==> src/rtl/mdr_cmd_seq_pkg.sv <==
// -----------------------------------------------------------------------------
// mdr_cmd_seq_pkg
// Shared types and defaults for the MDR command sequencer.
//   op_e      : command / MDR opcode encoding
//   state_e   : sequencer FSM states
//   cnt_width : width needed for a down-counter that starts at max_val
// -----------------------------------------------------------------------------
package mdr_cmd_seq_pkg;

  localparam int DW_DEFAULT      = 16;
  localparam int TIMEOUT_DEFAULT = 1023;

  typedef enum logic [1:0] {
    OP_MUL  = 2'b00,
    OP_DIV  = 2'b01,
    OP_SQRT = 2'b10,
    OP_ILL  = 2'b11
  } op_e;

  typedef enum logic [2:0] {
    ST_IDLE   = 3'd0,
    ST_START  = 3'd1,
    ST_LOAD_X = 3'd2,
    ST_LOAD_Y = 3'd3,
    ST_WAIT   = 3'd4,
    ST_RESP   = 3'd5
  } state_e;

  // Counter width able to hold max_val; never less than one bit.
  function automatic int cnt_width(input int max_val);
    if (max_val < 1) begin
      return 1;
    end else begin
      return $clog2(max_val + 1);
    end
  endfunction

endpackage

==> src/rtl/mdr_timeout_cnt.sv <==
// -----------------------------------------------------------------------------
// mdr_timeout_cnt
// Down-counter guarding the wait for MDR completion.
//   clk       in  clock, rising edge
//   rst       in  asynchronous active-low reset (count cleared to 0)
//   i_load    in  load TIMEOUT (takes priority over i_en)
//   i_en      in  decrement by one while non-zero
//   o_expired out count has reached 0
// -----------------------------------------------------------------------------
module mdr_timeout_cnt
  import mdr_cmd_seq_pkg::*;
#(
  parameter int TIMEOUT = TIMEOUT_DEFAULT
) (
  input  logic clk,
  input  logic rst,
  input  logic i_load,
  input  logic i_en,
  output logic o_expired
);

  localparam int CW = cnt_width(TIMEOUT);

  logic [CW-1:0] r_cnt;

  // Load on WAIT entry, then count down and saturate at zero.
  always_ff @(posedge clk or negedge rst) begin
    if (!rst) begin
      r_cnt <= '0;
    end else if (i_load) begin
      r_cnt <= CW'(TIMEOUT);
    end else if (i_en && (r_cnt != '0)) begin
      r_cnt <= r_cnt - CW'(1);
    end
  end

  assign o_expired = (r_cnt == '0);

endmodule

==> src/rtl/mdr_cmd_seq.sv <==
// -----------------------------------------------------------------------------
// mdr_cmd_seq
// Sequences one mul/div/sqrt command through a multi-cycle MDR unit:
// start pulse, operand loads on MDR request, bounded wait for completion,
// then a held response until consumed.
//   clk, rst                       clock / async active-low reset
//   cmd_valid/ready/op/x/y         command handshake and operands
//   mdr_data/op/load/start         operand, opcode and pulses to the MDR
//   mdr_load_x/load_y              MDR operand requests
//   mdr_ready/error/result/remainder  MDR completion and outputs
//   rsp_valid/ready/result/remainder/error/timeout  response handshake
//   busy                           high whenever not IDLE
// -----------------------------------------------------------------------------
module mdr_cmd_seq
  import mdr_cmd_seq_pkg::*;
#(
  parameter int DW      = DW_DEFAULT,
  parameter int TIMEOUT = TIMEOUT_DEFAULT
) (
  input  logic          clk,
  input  logic          rst,
  input  logic          cmd_valid,
  output logic          cmd_ready,
  input  logic [1:0]    cmd_op,
  input  logic [DW-1:0] cmd_x,
  input  logic [DW-1:0] cmd_y,
  output logic [DW-1:0] mdr_data,
  output logic [1:0]    mdr_op,
  output logic          mdr_load,
  output logic          mdr_start,
  input  logic          mdr_load_x,
  input  logic          mdr_load_y,
  input  logic          mdr_ready,
  input  logic          mdr_error,
  input  logic [DW-1:0] mdr_result,
  input  logic [DW-1:0] mdr_remainder,
  output logic          rsp_valid,
  input  logic          rsp_ready,
  output logic [DW-1:0] rsp_result,
  output logic [DW-1:0] rsp_remainder,
  output logic          rsp_error,
  output logic          rsp_timeout,
  output logic          busy
);

  state_e        r_state;
  op_e           r_op;
  logic [DW-1:0] r_x;
  logic [DW-1:0] r_y;
  logic          r_mdr_start;
  logic [1:0]    r_mdr_op;
  logic          r_rsp_valid;
  logic [DW-1:0] r_rsp_result;
  logic [DW-1:0] r_rsp_remainder;
  logic          r_rsp_error;
  logic          r_rsp_timeout;
  logic          r_busy;

  logic          w_load_x_hit;
  logic          w_load_y_hit;
  logic          w_enter_wait;
  logic          w_in_wait;
  logic          w_expired;

  // The MDR samples the operand in the same cycle it raises its request,
  // so the load pulse is decoded directly from state and request.
  assign w_load_x_hit = (r_state == ST_LOAD_X) && mdr_load_x;
  assign w_load_y_hit = (r_state == ST_LOAD_Y) && mdr_load_y;
  assign w_enter_wait = (w_load_x_hit && (r_op == OP_SQRT)) || w_load_y_hit;
  assign w_in_wait    = (r_state == ST_WAIT);

  mdr_timeout_cnt #(
    .TIMEOUT (TIMEOUT)
  ) u_timeout_cnt (
    .clk       (clk),
    .rst       (rst),
    .i_load    (w_enter_wait),
    .i_en      (w_in_wait),
    .o_expired (w_expired)
  );

  // Operand mux towards the MDR; bus is quiet unless a load is pulsed.
  always_comb begin
    mdr_load = 1'b0;
    mdr_data = '0;
    if (w_load_x_hit) begin
      mdr_load = 1'b1;
      mdr_data = r_x;
    end else if (w_load_y_hit) begin
      mdr_load = 1'b1;
      mdr_data = r_y;
    end else begin
      mdr_load = 1'b0;
      mdr_data = '0;
    end
  end

  // Sequencer FSM with registered MDR control and response outputs.
  always_ff @(posedge clk or negedge rst) begin
    if (!rst) begin
      r_state         <= ST_IDLE;
      r_op            <= OP_MUL;
      r_x             <= '0;
      r_y             <= '0;
      r_mdr_start     <= 1'b0;
      r_mdr_op        <= 2'b00;
      r_rsp_valid     <= 1'b0;
      r_rsp_result    <= '0;
      r_rsp_remainder <= '0;
      r_rsp_error     <= 1'b0;
      r_rsp_timeout   <= 1'b0;
      r_busy          <= 1'b0;
    end else begin
      case (r_state)
        ST_IDLE: begin
          if (cmd_valid) begin
            r_op   <= op_e'(cmd_op);
            r_x    <= cmd_x;
            r_y    <= cmd_y;
            r_busy <= 1'b1;
            if (cmd_op == OP_ILL) begin
              // Illegal opcode never touches the MDR.
              r_state         <= ST_RESP;
              r_rsp_valid     <= 1'b1;
              r_rsp_result    <= '0;
              r_rsp_remainder <= '0;
              r_rsp_error     <= 1'b1;
              r_rsp_timeout   <= 1'b0;
            end else begin
              r_state     <= ST_START;
              r_mdr_start <= 1'b1;
              r_mdr_op    <= cmd_op;
            end
          end
        end
        ST_START: begin
          r_mdr_start <= 1'b0;
          r_state     <= ST_LOAD_X;
        end
        ST_LOAD_X: begin
          if (mdr_load_x) begin
            r_state <= (r_op == OP_SQRT) ? ST_WAIT : ST_LOAD_Y;
          end
        end
        ST_LOAD_Y: begin
          if (mdr_load_y) begin
            r_state <= ST_WAIT;
          end
        end
        ST_WAIT: begin
          // Completion takes precedence over a counter that hits zero
          // in the same cycle; mdr_error dominates mdr_ready.
          if (mdr_ready || mdr_error) begin
            r_state         <= ST_RESP;
            r_mdr_op        <= 2'b00;
            r_rsp_valid     <= 1'b1;
            r_rsp_result    <= mdr_result;
            r_rsp_remainder <= mdr_remainder;
            r_rsp_error     <= mdr_error;
            r_rsp_timeout   <= 1'b0;
          end else if (w_expired) begin
            r_state         <= ST_RESP;
            r_mdr_op        <= 2'b00;
            r_rsp_valid     <= 1'b1;
            r_rsp_result    <= '0;
            r_rsp_remainder <= '0;
            r_rsp_error     <= 1'b1;
            r_rsp_timeout   <= 1'b1;
          end
        end
        ST_RESP: begin
          if (rsp_ready) begin
            r_state         <= ST_IDLE;
            r_busy          <= 1'b0;
            r_rsp_valid     <= 1'b0;
            r_rsp_result    <= '0;
            r_rsp_remainder <= '0;
            r_rsp_error     <= 1'b0;
            r_rsp_timeout   <= 1'b0;
          end
        end
        default: begin
          r_state         <= ST_IDLE;
          r_mdr_start     <= 1'b0;
          r_mdr_op        <= 2'b00;
          r_rsp_valid     <= 1'b0;
          r_rsp_result    <= '0;
          r_rsp_remainder <= '0;
          r_rsp_error     <= 1'b0;
          r_rsp_timeout   <= 1'b0;
          r_busy          <= 1'b0;
        end
      endcase
    end
  end

  // Ready only from IDLE, which also yields the one-cycle bubble after RESP.
  assign cmd_ready     = (r_state == ST_IDLE);
  assign mdr_start     = r_mdr_start;
  assign mdr_op        = r_mdr_op;
  assign rsp_valid     = r_rsp_valid;
  assign rsp_result    = r_rsp_result;
  assign rsp_remainder = r_rsp_remainder;
  assign rsp_error     = r_rsp_error;
  assign rsp_timeout   = r_rsp_timeout;
  assign busy          = r_busy;

endmodule

==> config.mk <==
export PLATFORM = sky130hd
export DESIGN_NAME = mdr_cmd_seq
export DESIGN_NICKNAME = d
export VERILOG_FILES = /design/src/rtl/mdr_cmd_seq_pkg.sv /design/src/rtl/mdr_timeout_cnt.sv /design/src/rtl/mdr_cmd_seq.sv
export SDC_FILE = /design/constraint.sdc
export NUM_CORES = 1
export LEC_CHECK = 0
export CAP_MARGIN = 10
export CELL_PAD_IN_SITES_DETAIL_PLACEMENT = 2
export CELL_PAD_IN_SITES_GLOBAL_PLACEMENT = 2
export CORE_MARGIN = 2
export CORE_UTILIZATION = 30
export CTS_BUF_LIST = sky130_fd_sc_hd__clkbuf_8
export CTS_CLUSTER_SIZE = 28
export DETAILED_ROUTE_END_ITERATION = 8
export MAX_ROUTING_LAYER = met4
export PLACE_DENSITY = 0.92
export SLEW_MARGIN = 10
export SYNTH_ARGS = -nofsm -noshare
export SYNTH_HDL_FRONTEND = slang
export SYNTH_SLANG_ARGS = --single-unit
==> constraint.sdc <==
create_clock -name clk -period 2.7 [get_ports clk]
set_clock_uncertainty 0.1 [all_clocks]
set_input_delay 0.81 -clock clk [delete_from_list [all_inputs] [get_ports clk]]
set_output_delay 0.81 -clock clk [all_outputs]
set_load 0.005 [all_outputs]
# Yosys cells after proc, flatten, opt, wreduce, memory -nomap -nowiden
# Cells that the tools add are included.
totals:
  word_cells: 97
  ram_bits: 0
  regBits: 86
  latch_bits: 0
  out_inout_bits: 57
  in_bits: 74
  memories: 0
  mem_bits_ro: 0
op_classes:
  shifts: 0
  bitwise_logic: 4
  n_eq_ne: 14
  mux: 45
  multipliers: 0
  magnitude_cmp: 0
  reduce_logical: 20
  n_addsub: 1
  n_div: 0
ops:
  columns: ["operator", "n"]
  rows:
  - ["16-bit 2-to-1 mux", 8]
  - ["16-bit case mux with 4 select lines", 2]
  - ["3-bit 2-to-1 mux", 8]
  - ["10-bit 2-to-1 mux", 2]
  - ["3-bit case mux with 6 select lines", 1]
  - ["1-bit 2-to-1 mux", 14]
  - ["1-bit case mux with 4 select lines", 3]
  - ["4-bit OR reduction", 3]
  - ["10-bit logical NOT", 1]
  - ["2-bit inequality test, second input constant", 5]
  - ["5-bit AND reduction", 2]
  - ["10-bit nonzero test", 1]
  - ["10-bit by 1-bit subtractor with 10-bit output, second input constant", 1]
  - ["2-bit 2-to-1 mux", 4]
  - ["3-bit by 2-bit == test with 1-bit output, second input constant", 2]
  - ["3-bit == test, second input constant", 2]
  - ["2-bit case mux with 3 select lines", 1]
  - ["3-bit AND reduction", 2]
  - ["2-bit == test, second input constant", 2]
  - ["1-bit logical AND", 4]
  - ["1-bit NOT", 4]
  - ["4-bit AND reduction", 1]
  - ["3-bit by 1-bit == test with 1-bit output, second input constant", 1]
  - ["3-bit logical NOT", 1]
  - ["other kinds (8)", 9]

# Depth between registers and ports, before layout
depth:
  word_depth: 5
  depth_mapped: 6
  ltp_nobuf: 5

# Cells and area by module
# A second synthesis with hierarchy kept.
hier_totals:
  cells_unflattened: 339
  area_unflattened_um2: 4082.7
by_module_without_submodules:
  columns: ["module", "seq_area_each_um2", "instances", "area_per_inst_um2", "cells_per_inst"]
  rows:
  - ["mdr_cmd_seq", 1901.8, 1, 3508.4, 281]
  - ["mdr_timeout_cnt", 250.2, 1, 574.3, 58]

# Least setup slack after synthesis
# OpenSTA, ideal clock, no wires.
synth_path:
  path_type: "input port to output port"
  from: "in mdr_load_x"
  to: "out mdr_data[10]"
  required_time_ns: 1.790
  n_path_buf: 2
  arrival_time_ns: 1.718
  path_stages: 4
  slack_ns: 0.072
  path_cell_list: "nor4bb_1 > buf_2 > buf_1 > a22o_1"
synth_between:
  elab_chain_cells: 2
synth_lines:
  columns: ["element", "line_no", "rtl"]
  rows:
  - ["start, declared", "mdr_cmd_seq.sv:31", "input logic mdr_load_x,"]
  - ["1-bit logical AND", "mdr_cmd_seq.sv:67", "assign w_load_x_hit = (r_state == ST_LOAD_X) && mdr_load_x;"]
  - ["16-bit 2-to-1 mux", "mdr_cmd_seq.sv:86", "if (w_load_x_hit) begin"]
  - ["end, declared", "mdr_cmd_seq.sv:27", "output logic [DW-1:0] mdr_data,"]
# Every way passes these cells.

# Final worst setup path
layout_path:
  from: "reg r_state[0]"
  to: "out mdr_data[3]"
layout_between:
  elab_chain_cells: 4
  word_cells_on_any_way: 6
  cone_classes: "eq/ne (2); mux (2); reduce/logical (2)"
layout_lines:
  columns: ["element", "line_no", "rtl"]
  rows:
  - ["start, declared", "mdr_cmd_seq.sv:46", "state_e r_state;"]
  - ["start signal, assigned", "mdr_cmd_seq.sv:142", "r_state <= (r_op == OP_SQRT) ? ST_WAIT : ST_LOAD_Y;"]
  - ["3-bit by 2-bit == test with 1-bit output", "mdr_cmd_seq.sv:68", "assign w_load_y_hit = (r_state == ST_LOAD_Y) && mdr_load_y;"]
  - ["1-bit logical AND", "mdr_cmd_seq.sv:68", null]
  - ["16-bit 2-to-1 mux", "mdr_cmd_seq.sv:89", "end else if (w_load_y_hit) begin"]
  - ["16-bit 2-to-1 mux (*)", "mdr_cmd_seq.sv:86", null]
# Every way passes the cells marked *; elsewhere a longest branch is shown, timed or not.

==> summary.md <==
| Metric | Value |
|---|---|
| Layout area overhead | 49.0% |
| Number of synthesized register bits | 86 |
| CTS H-tree depth | 3 |
| Starting Density | 30.9% |
| FF-to-FF Start | r_state[1] |
| Post-synthesis sequential area ratio | 55.0% |
| Total gr overflow | 0 |
| Kind of critical path | reg -> out |
| Final WL | 13,200 µm |
| Number of global-route vias before repair | 3,577 |
| First-pass DRT Iterations | 4 |
| Largest net degree at the start of global routing | 45 |
| Cts bufs inserted | 9 |
| Worst Setup Start Kind | flop |
| Placed wire-length estimate | 8670 µm |
| Synth top area cells | dfrtp_1, a22o_1, mux2_1 |
| Post-route ant nets | 0 |
| # rows | 41 |
| I/O pin count | 131 |
| Power Density | 964 nW/µm² |
| Clock-pin slew on the worst setup and hold paths | 90 ps |
| Net Count, Synth | 377 |
| Leading cell type by number of instances after synthesis | dfrtp_1 |
| PortBufs | 130 |
| Ys flop type | dfrtp_1 |
| CTS tree | yes |
| Initial antenna violation count | 0 |
| Post-synth EDFFs | 0 |
| Failing checks | negative setup slack |
| CP Data Required Time | 1790 ps |
| Minimum clock period | 2790 ps |
| Clk Latency, worst-skew pair | 370 ps |
| Outcome | complete, but fails checks |
| MaxCap Viol Count | 0 |
| Min setup slack post-route | -91.0 ps |
| Area leader, netlist | dfrtp_1 |
| Clock Sinks | 86 |
| Worst vdd ir | 350 µV |
| Worst reg2reg path depth | 6 |
| Pre-CTS setup slack | -808 ps |
| Maximum achievable frequency | 0.358 GHz |
| WL per Instance | 20.8 µm |
| Sum of negative setup slack | -586 ps |
| Die Area | 14,000 µm² |
| RSZ-0062 raised after global routing | true |
| Mean Syn Cell Area | 13.0 µm² |
| Final Max Slew Viols | 0 |
| Leakage | 2.54 nW |
| Async set-reset flop share out of synthesis | 100% |
| Chip width | 118 µm |
| CTS Buffer Depth | 2 |
| Final setup viols | 14 |
| NetSw | 0.00198 W |
| Worst Setup SP | r_state[0] |
| Cell-internal power | 0.00364 W |
| CP Max Fanout | 5 |
| Routability cong. | 0.786 |
| Share of cells above drive strength 1 | 19.5% |
| Clock power frac | 14.8% |
| Yosys cell types | 54 |
| Critical Path End Type | output pin |
| Initial DRC count | 108 |
| Switching share of power | 35.2% |
| N_diodes | 0 |
| Die H | 118 µm |
| Slew @ Worst Pin | 855 ps |
| Vias per std cell | 4.92 |
| Mapped Cells | 302 |
| Area of the core | 12,700 µm² |
| NumNets Final | 533 |
| R2R Path End | rsp_remainder[4] |
| Fin crit share | 103% |
| Final Hold Vio Count | 0 |
| Overall Global Routing Usage | 20.0% |
| Rel. slew slack | 42.8% |
| Logic pwr share | 45.1% |
| Synth cell count leaders | dfrtp_1, a22o_1, mux2_1, nor2_1, nand2_1 |
| CTS root buf | clkbuf_8 |
| Overall power | 0.00562 W |
| First-pass GRT wire length | 21,000 µm |
| CP Data Arrival Time | 1880 ps |
| Mapped Area | 3910 µm² |
| Residual DRC | 0 |
| Min-Delay Path Class | in -> async |
| Via count | 3,121 |
| Share of the synthesized area in the top cell type | 55.0% |
| Critical path capture point | mdr_data[3] |
| Sequential share of power | 40.2% |
| Yosys warns | 0 |
| Flop2flop setup slack | 290 ps |
| Post-CTS Hold Buffers | 0 |
-- repair_timing --
| action | CTS | global route |
|---|---|---|
| pin swaps | 11 | 7 |
| setup endpoints to repair | 50 | 18 |
| resized for setup | 86 | 9 |
| gates cloned | 3 | 0 |
| buffers inserted | 16 | 2 |
-- per-layer routing --
layer	global-route usage, %	vias to the layer above	wire, µm
met2	33.8	98	6740
met3	4.05	18	583
met1	24.2	1571	5610
met4	6.02	0	252
li1	-	1434	-
met5	-	-	0
-- registers in the layout, indices dropped and copies added, names as in the netlist, 2 cells and up --
signal               flops
r_y                     16
rsp_result              16
u_timeout_cnt.r_cnt     10
r_op                     2
r_x                     16
rsp_remainder           16
r_state                  3
mdr_op                   2
-- worst min path at each step --
| stage | slack (ps) | cells after the start | endpoint |
|---|---|---|---|
| finish | 350 | 1 | r_op[0] |
| global route | 370 | 1 | r_op[0] |
| CTS | 360 | 1 | u_timeout_cnt.r_cnt[6] |
| detailed placement | 380 | 1 | r_op[1] |
| global placement | 360 | 1 | r_op[1] |
| floorplan | 350 | 1 | r_op[1] |
-- logic make-up after synthesis --
logic type,share of synthesized area [%]
buffers and inverters,4.54
adders and majority gates,0.320
DFF,55.0
AOI/OAI and AO/OA,19.0
xor gates and xnor gates,0.448
muxes,11.3
and+or+nand+nor,9.37
-- critical path: stages (launching register included) --
cell and delay [ps]:
dfrtp_2 450, buf_6 130, and4b_2 270, buf_6 140, buf_16 130, a22o_1 180, clkdlybuf4s15_2 210
-- metrics by stage --
stage          hold slack [ps]  cells  instance area [µm²]  utilization, %
3_3_place_gp               363    598                 5460            43.1
5_1_grt                    369    634                 5830            46.0
4_1_cts                    360    632                 5820            46.0
6_report                   349    634                 5830            46.0
2_1_floorplan              350    302                 3910               -
3_5_place_dp               380    598                 5460            43.1
-- cell usage in the layout, fill, tap and decap left out, types with 2 or more instances in the layout --
master,count
o21ai_0,3
a22o_1,48
clkbuf_8,10
nor3_2,2
buf_12,4
buf_6,11
nor3_1,2
o2bb2ai_1,3
mux2i_1,6
dfrtp_2,3
nand4_1,2
a31oi_1,4
buf_16,2
nor2b_1,3
nand2_1,12
nor3b_2,2
nor2_1,13
clkdlybuf4s15_2,2
buf_4,19
a2bb2oi_1,3
inv_1,9
a21oi_1,10
buf_2,15
mux2_1,34
clkinv_2,2
nand3b_1,3
a211oi_1,3
clkdlybuf4s50_1,109
dfrtp_1,83
o21ai_1,3
-- power by group through the flow --
stage	logic, W	registers [W]	clock network, W
after floorplan	0.00131	0.00215	0
after global placement	0.00224	0.00222	0
after detailed placement	0.00236	0.00226	0
after CTS	0.00254	0.00224	0.000866
after global routing	0.00277	0.00233	0.000916
final	0.00253	0.00226	0.000829
-- layout make-up --
cell class              instances  area, µm²
clock buffers                  10        138
clock inverters                 5       35.0
fillers                      1290       6840
inverters                       9       33.8
multi-input cells             187       1620
flip-flops and latches         86       2160
well taps                     172        215
repair buffers                165       1630
No activity file was read; power rests on OpenSTA's default activity.
